<file path="config.mk">
export PLATFORM = sky130hd
export DESIGN_NAME = fetch_unit_flat
export DESIGN_NICKNAME = d
export VERILOG_FILES = /design/src/rtl/fetch_if.sv /design/src/rtl/fetch_unit.sv /design/src/flat_wrapper.sv
export SDC_FILE = /design/constraint.sdc
export NUM_CORES = 1
export LEC_CHECK = 0
export BUFFER_PORTS_ARGS = -buffer_cell sky130_fd_sc_hd__buf_4
export CAP_MARGIN = 15
export CELL_PAD_IN_SITES_DETAIL_PLACEMENT = 1
export CELL_PAD_IN_SITES_GLOBAL_PLACEMENT = 2
export CORE_MARGIN = 2
export CORE_UTILIZATION = 39
export DETAILED_ROUTE_END_ITERATION = 12
export GPL_ROUTABILITY_DRIVEN = 1
export GPL_TIMING_DRIVEN = 0
export PLACE_DENSITY_LB_ADDON = 0.1
export SLEW_MARGIN = 10
export SYNTH_ARGS = -nofsm -noshare
export SYNTH_HDL_FRONTEND = slang
export SYNTH_SLANG_ARGS = --single-unit
</file>
<file path="constraint.sdc">
create_clock -name clock -period 6.45 [get_ports clock]
set_input_delay 0.645 -clock clock [delete_from_list [all_inputs] [get_ports clock]]
set_output_delay 0.645 -clock clock [all_outputs]
set_load 0.1 [all_outputs]
</file>
<file path="src/rtl/fetch_if.sv">
// Fetch-stage bundle: PC-register link, instruction-memory req/ack bus and
// decode valid/ready channel. The fetch unit sits on the master side.
interface fetch_if;
  logic [31:0] pc_in;
  logic        pc_enable;
  logic        redirect;
  logic        imem_req;
  logic [31:0] imem_addr;
  logic        imem_ack;
  logic [31:0] imem_rdata;
  logic        dec_valid;
  logic        dec_ready;
  logic [31:0] dec_instr;
  logic [31:0] dec_pc;
  logic [31:0] dec_pc4;

  modport master (
    input  pc_in, redirect, imem_ack, imem_rdata, dec_ready,
    output pc_enable, imem_req, imem_addr, dec_valid, dec_instr, dec_pc, dec_pc4
  );

  modport slave (
    output pc_in, redirect, imem_ack, imem_rdata, dec_ready,
    input  pc_enable, imem_req, imem_addr, dec_valid, dec_instr, dec_pc, dec_pc4
  );
endinterface

</file>
<file path="src/rtl/fetch_unit.sv">
// Instruction fetch stage: one outstanding imem request, DEPTH-entry FIFO to decode,
// redirect flush. Optional counters under FETCH_PERF_EN.
module fetch_unit #(
  parameter int DEPTH = 2,
  parameter int PTR_W = 1
) (
  input  logic        clock,
  input  logic        reset,
  fetch_if.master     bus
`ifdef FETCH_PERF_EN
  ,
  output logic [31:0] perf_stall_cycles,
  output logic [31:0] perf_dropped
`endif
);

  localparam logic [1:0] S_IDLE = 2'd0;
  localparam logic [1:0] S_WAIT = 2'd1;
  localparam logic [1:0] S_DROP = 2'd2;
  localparam logic [PTR_W:0] DEPTH_C = (PTR_W+1)'(DEPTH);

  logic [1:0]       r_state;
  logic             r_imem_req;
  logic [31:0]      r_imem_addr;
  logic [31:0]      r_mem_instr [DEPTH];
  logic [31:0]      r_mem_pc    [DEPTH];
  logic [PTR_W-1:0] r_wr_ptr;
  logic [PTR_W-1:0] r_rd_ptr;
  logic [PTR_W:0]   r_count;
  logic             r_dec_valid;
  logic [31:0]      r_dec_instr;
  logic [31:0]      r_dec_pc;
  logic [31:0]      r_dec_pc4;

  logic             w_pop;
  logic             w_push;
  logic [PTR_W:0]   w_occ_next;
  logic             w_credit;
  logic             w_issue;
  logic [PTR_W-1:0] w_rd_ptr_next;
  logic [PTR_W-1:0] w_wr_ptr_next;
  logic [PTR_W:0]   w_count_next;
  logic [31:0]      w_head_instr;
  logic [31:0]      w_head_pc;

  assign w_pop      = r_dec_valid & bus.dec_ready & ~bus.redirect;
  assign w_push     = bus.imem_ack & (r_state == S_WAIT) & ~bus.redirect;
  assign w_occ_next = r_count + {{PTR_W{1'b0}}, w_push} - {{PTR_W{1'b0}}, w_pop};
  assign w_credit   = (w_occ_next < DEPTH_C);
  // Gated by reset so nothing is issued (and the PC does not load) while held in reset.
  assign w_issue    = reset & ~bus.redirect & w_credit &
                      ((r_state == S_IDLE) | ((r_state == S_WAIT) & bus.imem_ack));

  assign bus.pc_enable = reset & (w_issue | bus.redirect);
  assign bus.imem_req  = r_imem_req;
  assign bus.imem_addr = r_imem_addr;
  assign bus.dec_valid = r_dec_valid;
  assign bus.dec_instr = r_dec_instr;
  assign bus.dec_pc    = r_dec_pc;
  assign bus.dec_pc4   = r_dec_pc4;

  // Next FIFO pointers/occupancy and the entry that will sit at the head after this edge.
  always_comb begin
    w_rd_ptr_next = r_rd_ptr;
    w_wr_ptr_next = r_wr_ptr;
    w_count_next  = r_count;
    w_head_instr  = 32'd0;
    w_head_pc     = 32'd0;
    if (bus.redirect) begin
      w_rd_ptr_next = {PTR_W{1'b0}};
      w_wr_ptr_next = {PTR_W{1'b0}};
      w_count_next  = {(PTR_W+1){1'b0}};
    end else begin
      w_rd_ptr_next = r_rd_ptr + PTR_W'(w_pop);
      w_wr_ptr_next = r_wr_ptr + PTR_W'(w_push);
      w_count_next  = w_occ_next;
    end
    if (w_push && (r_wr_ptr == w_rd_ptr_next)) begin
      w_head_instr = bus.imem_rdata;
      w_head_pc    = r_imem_addr;
    end else begin
      w_head_instr = r_mem_instr[w_rd_ptr_next];
      w_head_pc    = r_mem_pc[w_rd_ptr_next];
    end
  end

  // Request FSM: tracks the single outstanding fetch and whether its response is kept.
  always_ff @(posedge clock or negedge reset) begin
    if (!reset) begin
      r_state     <= S_IDLE;
      r_imem_req  <= 1'b0;
      r_imem_addr <= 32'd0;
    end else begin
      case (r_state)
        S_IDLE: begin
          if (w_issue) begin
            r_state     <= S_WAIT;
            r_imem_req  <= 1'b1;
            r_imem_addr <= bus.pc_in;
          end
        end
        S_WAIT: begin
          if (bus.redirect) begin
            if (bus.imem_ack) begin
              r_state    <= S_IDLE;
              r_imem_req <= 1'b0;
            end else begin
              r_state <= S_DROP;
            end
          end else if (bus.imem_ack) begin
            if (w_issue) begin
              r_imem_addr <= bus.pc_in;
            end else begin
              r_state    <= S_IDLE;
              r_imem_req <= 1'b0;
            end
          end
        end
        S_DROP: begin
          if (bus.imem_ack) begin
            r_state    <= S_IDLE;
            r_imem_req <= 1'b0;
          end
        end
        default: begin
          r_state    <= S_IDLE;
          r_imem_req <= 1'b0;
        end
      endcase
    end
  end

  // FIFO storage, pointers and occupancy.
  always_ff @(posedge clock or negedge reset) begin
    if (!reset) begin
      for (int i = 0; i < DEPTH; i++) begin
        r_mem_instr[i] <= 32'd0;
        r_mem_pc[i]    <= 32'd0;
      end
      r_wr_ptr <= {PTR_W{1'b0}};
      r_rd_ptr <= {PTR_W{1'b0}};
      r_count  <= {(PTR_W+1){1'b0}};
    end else begin
      if (w_push) begin
        r_mem_instr[r_wr_ptr] <= bus.imem_rdata;
        r_mem_pc[r_wr_ptr]    <= r_imem_addr;
      end
      r_wr_ptr <= w_wr_ptr_next;
      r_rd_ptr <= w_rd_ptr_next;
      r_count  <= w_count_next;
    end
  end

  // Registered decode head; fields keep their last value whenever the FIFO goes empty.
  always_ff @(posedge clock or negedge reset) begin
    if (!reset) begin
      r_dec_valid <= 1'b0;
      r_dec_instr <= 32'd0;
      r_dec_pc    <= 32'd0;
      r_dec_pc4   <= 32'd4;
    end else begin
      r_dec_valid <= (w_count_next != {(PTR_W+1){1'b0}});
      if (w_count_next != {(PTR_W+1){1'b0}}) begin
        r_dec_instr <= w_head_instr;
        r_dec_pc    <= w_head_pc;
        r_dec_pc4   <= w_head_pc + 32'd4;
      end
    end
  end

`ifdef FETCH_PERF_EN
  logic [31:0]    r_perf_stall;
  logic [31:0]    r_perf_dropped;
  logic           w_resp_drop;
  logic [PTR_W:0] w_flush_cnt;

  assign w_resp_drop = bus.imem_ack & ((r_state == S_DROP) | ((r_state == S_WAIT) & bus.redirect));
  assign w_flush_cnt = bus.redirect ? r_count : {(PTR_W+1){1'b0}};
  assign perf_stall_cycles = r_perf_stall;
  assign perf_dropped      = r_perf_dropped;

  // Stall and discard counters, free-running with natural wrap.
  always_ff @(posedge clock or negedge reset) begin
    if (!reset) begin
      r_perf_stall   <= 32'd0;
      r_perf_dropped <= 32'd0;
    end else begin
      if ((r_state == S_IDLE) && !w_credit && !bus.redirect) begin
        r_perf_stall <= r_perf_stall + 32'd1;
      end
      r_perf_dropped <= r_perf_dropped + 32'(w_resp_drop) + 32'(w_flush_cnt);
    end
  end
`endif

endmodule

</file>
<file path="src/flat_wrapper.sv">
// flat-port wrapper written by rule: the top's interface ports become plain ports
module fetch_unit_flat 
#(
  parameter int DEPTH = 2,
  parameter int PTR_W = 1
)
  (clock, reset, bus_pc_in, bus_redirect, bus_imem_ack, bus_imem_rdata, bus_dec_ready, bus_pc_enable, bus_imem_req, bus_imem_addr, bus_dec_valid, bus_dec_instr, bus_dec_pc, bus_dec_pc4);
  fetch_if bus_i ();
  input  logic clock;
  input  logic reset;
  input wire logic [$bits(bus_i.pc_in)-1:0] bus_pc_in;
  input wire logic [$bits(bus_i.redirect)-1:0] bus_redirect;
  input wire logic [$bits(bus_i.imem_ack)-1:0] bus_imem_ack;
  input wire logic [$bits(bus_i.imem_rdata)-1:0] bus_imem_rdata;
  input wire logic [$bits(bus_i.dec_ready)-1:0] bus_dec_ready;
  output wire logic [$bits(bus_i.pc_enable)-1:0] bus_pc_enable;
  output wire logic [$bits(bus_i.imem_req)-1:0] bus_imem_req;
  output wire logic [$bits(bus_i.imem_addr)-1:0] bus_imem_addr;
  output wire logic [$bits(bus_i.dec_valid)-1:0] bus_dec_valid;
  output wire logic [$bits(bus_i.dec_instr)-1:0] bus_dec_instr;
  output wire logic [$bits(bus_i.dec_pc)-1:0] bus_dec_pc;
  output wire logic [$bits(bus_i.dec_pc4)-1:0] bus_dec_pc4;
  assign bus_i.pc_in = bus_pc_in;
  assign bus_i.redirect = bus_redirect;
  assign bus_i.imem_ack = bus_imem_ack;
  assign bus_i.imem_rdata = bus_imem_rdata;
  assign bus_i.dec_ready = bus_dec_ready;
  assign bus_pc_enable = bus_i.pc_enable;
  assign bus_imem_req = bus_i.imem_req;
  assign bus_imem_addr = bus_i.imem_addr;
  assign bus_dec_valid = bus_i.dec_valid;
  assign bus_dec_instr = bus_i.dec_instr;
  assign bus_dec_pc = bus_i.dec_pc;
  assign bus_dec_pc4 = bus_i.dec_pc4;
  fetch_unit #(.DEPTH(DEPTH), .PTR_W(PTR_W)) u_core (.clock(clock), .reset(reset), .bus(bus_i));
endmodule
</file>
==> key figures <==
Logic synthesis
  – Syn Nets: 1123
  – Asr flop ratio synth: 1.00
  – Most frequent cell after synthesis: dfrtp_1
  – Ys Warns: 0
  – Synth unique cells: 67
  – Post-synth EDFFs: 0
  – Post-synth top area share: 0.556
  – Post-synth top cells: dfrtp_1 (261), nand2_1 (209), mux2_2 (162)
  – Largest family of logic cells by synthesized area: multiplexers
  – Synth Area in Compound Gates: 0.105
  – Xor and xnor fraction of the mapped netlist area: 0.0252
  – Post-synthesis adder-cell area fraction: 0.00532
  – Post-synth top area cell: dfrtp_1
  – Mapped Cells: 1049
  – Syn Std Cell Area: 11800 um2
  – Top_reg_cell synth: dfrtp_1
  – Multiplexer area fraction after synthesis: 0.161
  – Sequential fraction of the synthesis area: 0.558
  – Top area cells in the synthesized netlist: dfrtp_1 (56%), mux2_2 (16%), nand2_1 (6.7%)
  – Simple-Gate Fraction of Synth Area: 0.114
  – Avg Cell Area, Syn: 11.2 um2
  – Synth Register Bits: 262

Global routing
  – First-pass GRT wire length: 53.5 mm
  – GRT Residual Overflow: 0
  – Largest net degree at the start of global routing: 105
  – Vias in the first global route: 9092
  – GRT Total Usage: 0.218
  – Antenna violations before repair: 0

Final layout
  – Antenna Cells: 0
  – Proportion of layout cells with a drive suffix above 1: 0.357
  – Layout net count: 1357
  – Area Overhead vs Synth: 26.1%

STA
  – Slew headroom: 0.308
  – Endpoints failing setup: 0
  – Final Hold Vio Count: 0
  – RSZ-0062 raised after global routing: false
  – Final cycle utilization of the critical path: 0.722
  – Worst hold margin: 29.8 ps
  – Max Fclk: 215 MHz
  – Max-slew violations: 0
  – Smallest setup slack after layout: 1800 ps
  – Skew final: 12.7 ps
  – Slew @ Worst Pin: 1030 ps
  – Final Critical Period: 4650 ps

Floorplan
  – Die area: 31500 um2
  – Initial Utilization: 0.397
  – Area of the core: 29600 um2
  – Std cell rows: 63
  – Die W: 178 um
  – Io pins: 200
  – Die height: 178 um

Clock tree
  – Post-cts sizing count: 0
  – Total CTS buffers: 31
  – Clk pin slew, worst setup/hold paths: 60 ps
  – Maximum root-to-sink buffer count: 3
  – Post-CTS Setup Inserts: 0
  – TritonCTS clock tree: yes
  – Clk Tree Root Cell: clkbuf_16
  – Count of hold-fix buffers inserted at cts: 0
  – Htree depth: 1
  – Clk sinks: 262
  – Clock Latency Late Sink: 560 ps

Setup path
  – Critical path's slowest cell: nand4_1
  – Crit-path cells: nand2_1 -> nor2_1 -> ha_1 -> inv_1 -> ha_1 -> xor2_1 -> xnor2_1 -> nand4_1 -> clkbuf_1 -> a21boi_0 -> buf_4
  – Worst path most repeated cell: ha_1
  – Worst path max stage delay: 640 ps
  – Crit path required time: 5800 ps
  – Critical path startpoint category: flip-flop
  – Setup CP Type: flip-flop to primary output
  – Max Fanout on Critical Path: 10
  – Arr. time, crit path: 4010 ps
  – Crit. End Element: primary output

Placed design
  – Port bufs: 199
  – Worst slack, placed: 2020 ps
  – Dpl hpwl: 24.2 mm
  – Gpl congestion: 0.774

Drt
  – Initial drt markers: 311
  – ANT nets after route: 0
  – DRC violations left: 0
  – Total number of vias: 8781
  – DRT met1 WL: 16.7 mm
  – Routed wl met3: 1.59 mm
  – Avg Vias per Cell: 5.17
  – Uppermost layer routed: met4
  – DR WL/cell: 20.0 um
  – First-pass iteration count of the detailed router: 4
  – Drt total wl: 33.9 mm
  – Met2 WL: 15.1 mm

Min path
  – Hold Path Class: input port to async pin

Outcome
  – Status: complete, no violations

Flow run
  – Max cap viols: 0
through the flow:
step | util | instances | instance area [um2] | setup TNS [ps]
floorplan | - | 1049 | 11800 | 0
global placement | 0.464 | 1638 | 13700 | -456
detailed placement | 0.466 | 1640 | 13800 | 0
CTS | 0.500 | 1697 | 14800 | 0
global route | 0.500 | 1697 | 14800 | 0
finish | 0.500 | 1697 | 14800 | 0
worst paths after layout:
check | startpoint | to | slack [ps] | cells after the start
worst min-delay path | reset | u_core.bus.dec_pc[20]$_DFFE_PN0P_ | 30 | 1
max in group asynchronous | reset | u_core.bus.dec_instr[5]$_DFFE_PN0P_ | 5050 | 3
worst max register to register | u_core.bus.dec_valid$_DFF_PN0_ | u_core.bus.dec_pc4[29]$_DFFE_PN0P_ | 2520 | 14
worst min register to register | u_core.bus.dec_pc[4]$_DFFE_PN0P_ | u_core.bus.dec_pc[4]$_DFFE_PN0P_ | 470 | 2
worst max-delay path | u_core.bus.dec_valid$_DFF_PN0_ | bus_pc_enable | 1800 | 11
min in group clock | bus_imem_ack | u_core.r_state[1]$_DFFE_PN0P_ | 290 | 2
layout by cell type (no fill, tap or decap), types with 4 or more instances in the layout:
master     count
ha_1           5
inv_1         14
nor3_1         7
buf_6          4
nand3_1        8
buf_2          7
dfrtp_1      261
nor2_1        27
clkbuf_1      44
nand2_1      209
mux2i_1        7
a21oi_1       78
a21oi_2        5
o22ai_1       13
clkbuf_8       7
xnor2_1       20
o21ai_1       13
mux2_2       162
xor2_1        12
buf_1          8
o22a_1         7
buf_4        201
nand4_1       10
o21ai_0       70
clkbuf_16     31
clkinv_2      14
per-layer routing:
| metal | vias up | GRT usage |
|---|---|---|
| met5 | - | 0 |
| met4 | 0 | 0.0413 |
| met3 | 42 | 0.0311 |
| met2 | 179 | 0.330 |
| met1 | 4456 | 0.335 |
| li1 | 4104 | - |
worst max-delay path: cells and delay by family (launching register included):
family                   cells  cell delay [ps]
flip-flops                   1              520
XOR/XNOR                     2              350
adder cells (fa/ha/maj)      2              400
AO/OA/AOI/OAI                1              290
buffers and inverters        3              940
AND/OR/NAND/NOR              3              970
final cells by class:
cell class / count / area (um2)
buffer: 65 / 310
clock buffer: 40 / 880
clock inverter: 17 / 139
fill: 3257 / 14800
inverter: 15 / 56.3
multi-input combinational: 707 / 4830
sequential: 262 / 6560
tap: 390 / 488
timing repair buffer: 201 / 1560
registers in the layout (all words and copies together), names as in the netlist:
name / count
u_core.bus.dec_instr: 32
u_core.r_mem_pc: 64
u_core.r_count: 2
u_core.bus.imem_req: 1
u_core.r_rd_ptr: 1
u_core.bus.dec_pc: 30
u_core.bus.dec_valid: 1
u_core.r_state: 2
u_core.bus.dec_pc4: 32
u_core.r_mem_instr: 64
u_core.r_wr_ptr: 1
u_core.bus.imem_addr: 32
logic make-up (layout without fill, tap and decap cells):
| kind of cell | after synthesis | count (layout) |
|---|---|---|
| AOI/OAI and AO/OA | 209 | 209 |
| xor gates and xnor gates | 33 | 33 |
| adders and majority gates | 5 | 5 |
| buffers and inverters | 80 | 338 |
| DFF | 262 | 262 |
| muxes | 169 | 169 |
| and+or+nand+nor | 291 | 291 |
Power is left out: the tool's default activity adds up to more than one toggle a clock period on the data nets, which glitch-free logic cannot reach.
